--- src/rtl/enemy_fire_scheduler_if.sv ---
// Shot-request handshake between the enemy fire scheduler and the enemy
// munition.
//   fire_valid : scheduler -> munition, a shot request is pending
//   fire_ack   : munition -> scheduler, the pending shot is accepted
//   id_col     : selected shooter column (4 bits)
//   id_row     : selected shooter row (3 bits)
//   id_enemy   : id_row*COLUNAS + id_col (7 bits)
interface enemy_fire_scheduler_if;
    logic       fire_valid;
    logic       fire_ack;
    logic [3:0] id_col;
    logic [2:0] id_row;
    logic [6:0] id_enemy;

    modport master (
        output fire_valid, id_col, id_row, id_enemy,
        input  fire_ack
    );

    modport slave (
        input  fire_valid, id_col, id_row, id_enemy,
        output fire_ack
    );
endinterface

--- src/rtl/enemy_fire_scheduler.sv ---
// Enemy fire scheduler. Every PERIOD enabled, non-busy cycles it scans the
// enemy grid column by column, starting at a rotating column pointer, picks
// the bottom-most live enemy of the first non-empty column and requests a
// shot from the munition until it is accepted or the shooter dies.
//   clk, reset    : clock, synchronous active-high reset
//   enable        : game running
//   vivo_inimigo  : alive map, bit k*COLUNAS+i = row k, column i
//   shot_busy     : an enemy bullet is in flight (freezes the timer)
//   fire          : shot-request handshake (master side)
//   no_target     : one-cycle pulse when a full scan found nobody alive
//   shots_fired   : accepted shots, saturating at 255
module enemy_fire_scheduler #(
    parameter int LINHAS  = 5,
    parameter int COLUNAS = 13,
    parameter int PERIOD  = 10_000_000
) (
    input  logic                        clk,
    input  logic                        reset,
    input  logic                        enable,
    input  logic [LINHAS*COLUNAS-1:0]   vivo_inimigo,
    input  logic                        shot_busy,
    enemy_fire_scheduler_if.master      fire,
    output logic                        no_target,
    output logic [7:0]                  shots_fired
);
    localparam int COL_W   = 4;
    localparam int ROW_W   = 3;
    localparam int ENEMY_W = 7;
    localparam logic [23:0]      TIMER_LAST = 24'(PERIOD - 1);
    localparam logic [COL_W-1:0] LAST_COL   = COL_W'(COLUNAS - 1);

    typedef enum logic [1:0] {S_IDLE, S_SCAN, S_REQ} state_t;

    state_t               state_q, state_d;
    logic [23:0]          timer_q, timer_d;
    logic [COL_W-1:0]     col_ptr_q, col_ptr_d;
    logic [COL_W-1:0]     scan_col_q, scan_col_d;
    logic [COL_W-1:0]     scan_cnt_q, scan_cnt_d;
    logic [COL_W-1:0]     id_col_q, id_col_d;
    logic [ROW_W-1:0]     id_row_q, id_row_d;
    logic [ENEMY_W-1:0]   id_enemy_q, id_enemy_d;
    logic                 no_target_q, no_target_d;
    logic [7:0]           shots_fired_q, shots_fired_d;

    logic                 col_hit;
    logic [ROW_W-1:0]     hit_row;
    logic [ENEMY_W-1:0]   hit_enemy;
    logic                 tgt_alive;

    function automatic logic [COL_W-1:0] inc_col(input logic [COL_W-1:0] c);
        return (c == LAST_COL) ? '0 : c + 4'd1;
    endfunction

    // Grid lookups with constant bit indices only. Rows are visited in
    // ascending order so the last hit is the bottom-most live enemy.
    always_comb begin
        col_hit   = 1'b0;
        hit_row   = '0;
        tgt_alive = 1'b0;
        for (int k = 0; k < LINHAS; k++) begin
            for (int i = 0; i < COLUNAS; i++) begin
                if (COL_W'(i) == scan_col_q && vivo_inimigo[k*COLUNAS+i]) begin
                    col_hit = 1'b1;
                    hit_row = ROW_W'(k);
                end
                if (COL_W'(i) == id_col_q && ROW_W'(k) == id_row_q && vivo_inimigo[k*COLUNAS+i])
                    tgt_alive = 1'b1;
            end
        end
        hit_enemy = ENEMY_W'(hit_row) * ENEMY_W'(COLUNAS) + ENEMY_W'(scan_col_q);
    end

    // State register
    always_ff @(posedge clk) begin
        if (reset) begin
            state_q       <= S_IDLE;
            timer_q       <= '0;
            col_ptr_q     <= '0;
            scan_col_q    <= '0;
            scan_cnt_q    <= '0;
            id_col_q      <= '0;
            id_row_q      <= '0;
            id_enemy_q    <= '0;
            no_target_q   <= 1'b0;
            shots_fired_q <= '0;
        end else begin
            state_q       <= state_d;
            timer_q       <= timer_d;
            col_ptr_q     <= col_ptr_d;
            scan_col_q    <= scan_col_d;
            scan_cnt_q    <= scan_cnt_d;
            id_col_q      <= id_col_d;
            id_row_q      <= id_row_d;
            id_enemy_q    <= id_enemy_d;
            no_target_q   <= no_target_d;
            shots_fired_q <= shots_fired_d;
        end
    end

    // Next-state logic
    always_comb begin
        state_d       = state_q;
        timer_d       = timer_q;
        col_ptr_d     = col_ptr_q;
        scan_col_d    = scan_col_q;
        scan_cnt_d    = scan_cnt_q;
        id_col_d      = id_col_q;
        id_row_d      = id_row_q;
        id_enemy_d    = id_enemy_q;
        no_target_d   = 1'b0;
        shots_fired_d = shots_fired_q;
        case (state_q)
            S_IDLE: begin
                if (enable && !shot_busy) begin
                    if (timer_q == TIMER_LAST) begin
                        state_d    = S_SCAN;
                        timer_d    = '0;
                        scan_col_d = col_ptr_q;
                        scan_cnt_d = '0;
                    end else begin
                        timer_d = timer_q + 24'd1;
                    end
                end
            end
            S_SCAN: begin
                if (col_hit) begin
                    id_col_d   = scan_col_q;
                    id_row_d   = hit_row;
                    id_enemy_d = hit_enemy;
                    state_d    = S_REQ;
                end else if (scan_cnt_q == LAST_COL) begin
                    // Whole grid empty: the rotation pointer stays put.
                    no_target_d = 1'b1;
                    state_d     = S_IDLE;
                end else begin
                    scan_col_d = inc_col(scan_col_q);
                    scan_cnt_d = scan_cnt_q + 4'd1;
                end
            end
            S_REQ: begin
                // An accepted shot beats a shooter that died the same cycle.
                if (fire.fire_ack) begin
                    col_ptr_d = inc_col(id_col_q);
                    if (shots_fired_q != 8'hFF)
                        shots_fired_d = shots_fired_q + 8'd1;
                    state_d = S_IDLE;
                end else if (!tgt_alive) begin
                    state_d    = S_SCAN;
                    scan_col_d = id_col_q;
                    scan_cnt_d = '0;
                end
            end
            default: state_d = S_IDLE;
        endcase
        if (!enable) begin
            state_d = S_IDLE;
            timer_d = '0;
        end
    end

    // Outputs
    always_comb begin
        fire.fire_valid = (state_q == S_REQ);
        fire.id_col     = id_col_q;
        fire.id_row     = id_row_q;
        fire.id_enemy   = id_enemy_q;
        no_target       = no_target_q;
        shots_fired     = shots_fired_q;
    end
endmodule

--- src/flat_wrapper.sv ---
// flat-port wrapper written by rule: the top's interface ports become plain ports
module enemy_fire_scheduler_flat 
#(
    parameter int LINHAS  = 5,
    parameter int COLUNAS = 13,
    parameter int PERIOD  = 10_000_000
)
  (clk, reset, enable, vivo_inimigo, shot_busy, no_target, shots_fired, fire_fire_valid, fire_id_col, fire_id_row, fire_id_enemy, fire_fire_ack);
  enemy_fire_scheduler_if fire_i ();
  input  logic clk;
  input  logic reset;
  input  logic enable;
  input  logic [LINHAS*COLUNAS-1:0] vivo_inimigo;
  input  logic shot_busy;
  output logic no_target;
  output logic [7:0] shots_fired;
  output wire logic [$bits(fire_i.fire_valid)-1:0] fire_fire_valid;
  output wire logic [$bits(fire_i.id_col)-1:0] fire_id_col;
  output wire logic [$bits(fire_i.id_row)-1:0] fire_id_row;
  output wire logic [$bits(fire_i.id_enemy)-1:0] fire_id_enemy;
  input wire logic [$bits(fire_i.fire_ack)-1:0] fire_fire_ack;
  assign fire_fire_valid = fire_i.fire_valid;
  assign fire_id_col = fire_i.id_col;
  assign fire_id_row = fire_i.id_row;
  assign fire_id_enemy = fire_i.id_enemy;
  assign fire_i.fire_ack = fire_fire_ack;
  enemy_fire_scheduler #(.LINHAS(LINHAS), .COLUNAS(COLUNAS), .PERIOD(PERIOD)) u_core (.clk(clk), .reset(reset), .enable(enable), .vivo_inimigo(vivo_inimigo), .shot_busy(shot_busy), .fire(fire_i), .no_target(no_target), .shots_fired(shots_fired));
endmodule
--- config.mk ---
export PLATFORM = sky130hd
export DESIGN_NAME = enemy_fire_scheduler_flat
export DESIGN_NICKNAME = d
export VERILOG_FILES = /design/src/rtl/enemy_fire_scheduler_if.sv /design/src/rtl/enemy_fire_scheduler.sv /design/src/flat_wrapper.sv
export SDC_FILE = /design/constraint.sdc
export NUM_CORES = 1
export LEC_CHECK = 0
export CAP_MARGIN = 10
export CORE_ASPECT_RATIO = 2
export CORE_MARGIN = 2
export CORE_UTILIZATION = 52
export DETAILED_ROUTE_END_ITERATION = 12
export HOLD_SLACK_MARGIN = 0.02
export PLACE_DENSITY = 0.91
export SLEW_MARGIN = 20
export SYNTH_ARGS = -nofsm -noshare
export SYNTH_HDL_FRONTEND = slang
export SYNTH_SLANG_ARGS = --single-unit
--- constraint.sdc ---
create_clock -name clk -period 4.3 [get_ports clk]
set_clock_uncertainty 0.1 [all_clocks]
set_input_delay 0.43 -clock clk [delete_from_list [all_inputs] [get_ports clk]]
set_output_delay 0.43 -clock clk [all_outputs]
set_load 0.03 [all_outputs]
==> metrics.txt <==
via count 4921; post-synthesis cell count roughly 550; Die W ~70 um; initial antenna violation count 0; RSZ-0062 raised after global routing false; post-route clock period utilization 0.9482; vias in the first global route 5015; DRC 0; share of post-route cells with drive strength above 1 0.1031; Peak supply drop between 0.4 and 0.5 mV; DIE HEIGHT roughly 140 um; switching part of the total power 0.2127; DR pass1 iterations 6; CTS H-tree depth 3; slowest stage delay, CP 530 ps; CTS tree built; antenna-violating nets left 0; # setup viols final 0; crit start category register; flop2flop setup slack 220 ps; DP Area roughly 5600 um2; worst-path fanout max 11; Synth Cell Area 4584 um2; Seq pwr share 0.379; Max Slew Vio Count 0; clk sinks 61; Die ar. 9629 um2; most frequent cells in the layout clkdlybuf4s50_1, nor2_1, dfxtp_1; Clk network pwr share 0.512; class of the most critical setup path reg2reg; Clock Path Buffers 2; most common cell after layout, fill and taps aside clkdlybuf4s50_1; hpwl dp 11540 um; combinational share of power 0.110; Inserted Diodes 0; fmax ~0.25 GHz; worst-skew pair later-pin latency around 330 ps; Slew HR 0.3376; hold buffer count at CTS 0; Hold Fails Final Rpt 0; largest net degree at the start of global routing 45; Synth cell types 73; Primary FF master, synth dfxtp_1; Ys Warns 0; Internal around 1200 uW; via density per instance between 6 and 7; DR iter-0 viols about 350; max_cap viols 0; Final Wtd Congestion approximately 0.97; Net Switching approximately 320 uW; WL/cell between 20 and 25 um; Hold Crit Depth 2; I/O pin count 94; Nets 747; num rows 48; Worst Setup SP u_core.scan_col_q[0]$_SDFFE_PP0P_; routed wire length around 16000 um; Seq/Total Area, Yosys 0.2664; final worst path period need slightly above 4000 ps; Critical Path Slowest Stage Cell fa_1; Hold WC Path Type reg2reg; Fin Setup TNS 0 ps; total track usage 0.3182; Leakage roughly 0.0022 uW; r2r worst-path depth 18; syn_area_per_cell about 8.4 um2; worst r2r src u_core.scan_col_q[0]$_SDFFE_PP0P_; Worst-path clk slew around 50 ps; pwr/cell area 250.1 nW/um2; CP Data Arrival Time ~4200 ps; post-route cell area between 5000 and 6000 um2; CTS buffer count 9; total core area about 8600 um2; Root Driver clkbuf_16; worst path required time 4400 ps; Layout area overhead 30.29%; status finished, final reports clean; first-pass GRT wire length around 24000 um; grt ovf 0; worst flop-to-flop path endpoint u_core.fire.id_enemy[6]$_SDFFE_PP0P_; worst hold margin around 370 ps; worst setup path endpoint u_core.fire.id_enemy[6]$_SDFFE_PP0P_; Initial Util 0.5338; Yosys reg bits just over 60; critical path, cell by cell clkinvlp_4 -> ha_4 -> a22o_1 -> a21oi_1 -> nor2_1 -> o211ai_1 -> a21oi_2 -> ha_1 -> inv_1 -> fa_1 -> inv_1 -> ha_1 -> a21oi_2 -> o21bai_1 -> a21oi_1 -> xnor2_1 -> mux2i_1 -> nor2_1; Worst-Margin Slew 992.3 ps; Setup crit end kind register; syn_nets between 600 and 700; Port Buffer Count between 90 and 100; async set or reset register ratio after synthesis 0; EDFF count, synth 0
## sequential cells by signal, indices dropped and copies added, names as in the netlist, 2 cells and up
register,flops
u_core.state_q,2
u_core.col_ptr_q,4
u_core.scan_cnt_q,4
u_core.fire.id_row,3
u_core.scan_col_q,4
u_core.fire.id_col,4
u_core.timer_q,24
u_core.shots_fired,8
u_core.fire.id_enemy,7
## how the worst min path moves through the flow
stage                                     start                                to
3_5_place_dp   u_core.col_ptr_q[1]$_SDFFE_PP0P_  u_core.col_ptr_q[1]$_SDFFE_PP0P_
2_1_floorplan  u_core.col_ptr_q[1]$_SDFFE_PP0P_  u_core.col_ptr_q[1]$_SDFFE_PP0P_
4_1_cts        u_core.col_ptr_q[1]$_SDFFE_PP0P_  u_core.col_ptr_q[1]$_SDFFE_PP0P_
6_report       u_core.col_ptr_q[1]$_SDFFE_PP0P_  u_core.col_ptr_q[1]$_SDFFE_PP0P_
3_3_place_gp   u_core.col_ptr_q[1]$_SDFFE_PP0P_  u_core.col_ptr_q[1]$_SDFFE_PP0P_
5_1_grt        u_core.col_ptr_q[1]$_SDFFE_PP0P_  u_core.col_ptr_q[1]$_SDFFE_PP0P_
## power groups by stage
stage          combinational, uW  clock (uW)  sequential [uW]
6_report                     164         765              566
5_1_grt                      173         796              565
4_1_cts                      159         774              567
3_5_place_dp                 156           0              578
3_3_place_gp                 155           0              578
2_1_floorplan               59.2           0              578
## per-stage QoR
stage	util	total power (uW)	cells	setup WS [ps]
2_1_floorplan	-	637.5	549	332.3
3_3_place_gp	0.6498	733.5	732	219.9
3_5_place_dp	0.6498	734.8	732	54.90
4_1_cts	0.6865	1499	747	34.73
5_1_grt	0.6955	1534	750	9.284
6_report	0.6955	1494	750	222.9
## worst max-delay path: cells and delay by family (launching register included)
family,cells,cell delay (ps)
buf+inv,3,250
flops,1,400
simple gates,2,140
xor+xnor,1,80
compound gates,7,1430
mux,1,120
fa+ha+maj,4,1400
## cell families after synthesis
logic type / after synthesis / share of synthesized area
simple gates: 208 / 0.2295
buf+inv: 53 / 0.06632
compound gates: 138 / 0.2312
flops: 61 / 0.2664
mux: 25 / 0.05568
xor+xnor: 33 / 0.06305
fa+ha+maj: 31 / 0.08788
## repair_timing
| action | CTS | global route |
|---|---|---|
| gates resized for setup | 0 | 15 |
| setup endpoints to repair | 0 | 4 |
| hold endpoints to repair | 0 | 0 |
| buffers inserted | 0 | 3 |
## layout make-up
| cell class | count | area, um2 |
|---|---|---|
| timing repair buffer | 118 | 1119 |
| clock inverter | 4 | 72.57 |
| multi-input combinational | 435 | 3102 |
| clock buffer | 11 | 242.7 |
| fill | 680 | 2615 |
| tap | 100 | 125.1 |
| sequential | 61 | 1230 |
| inverter | 21 | 82.58 |
## layer usage
metal,global-route usage,vias up,wire (um)
li1,-,2235,-
met1,0.2813,2315,5255
met2,0.6148,291,8432
met3,0.05007,80,778
met4,0.2500,0,1154
met5,0,-,0
## Yosys cell counts (5+ instances only)
master	instances	area share
nor3_1	7	0.0076
mux2i_1	21	0.046
nand3_1	20	0.022
xor2_1	25	0.048
a222oi_1	8	0.017
clkbuf_1	11	0.0090
a22o_1	7	0.013
nand4_1	15	0.020
a22oi_1	25	0.041
and3_1	13	0.018
o21ai_0	15	0.016
o211ai_1	8	0.013
xnor2_1	8	0.015
dfxtp_1	61	0.27
nand2b_1	5	0.0068
o31ai_1	8	0.013
nor2_1	65	0.053
a21oi_1	22	0.024
nand3b_1	7	0.011
buf_2	6	0.0066
inv_1	21	0.017
buf_6	11	0.027
nand2_1	42	0.034
ha_1	29	0.079
(Power assumes the default switching activity.)
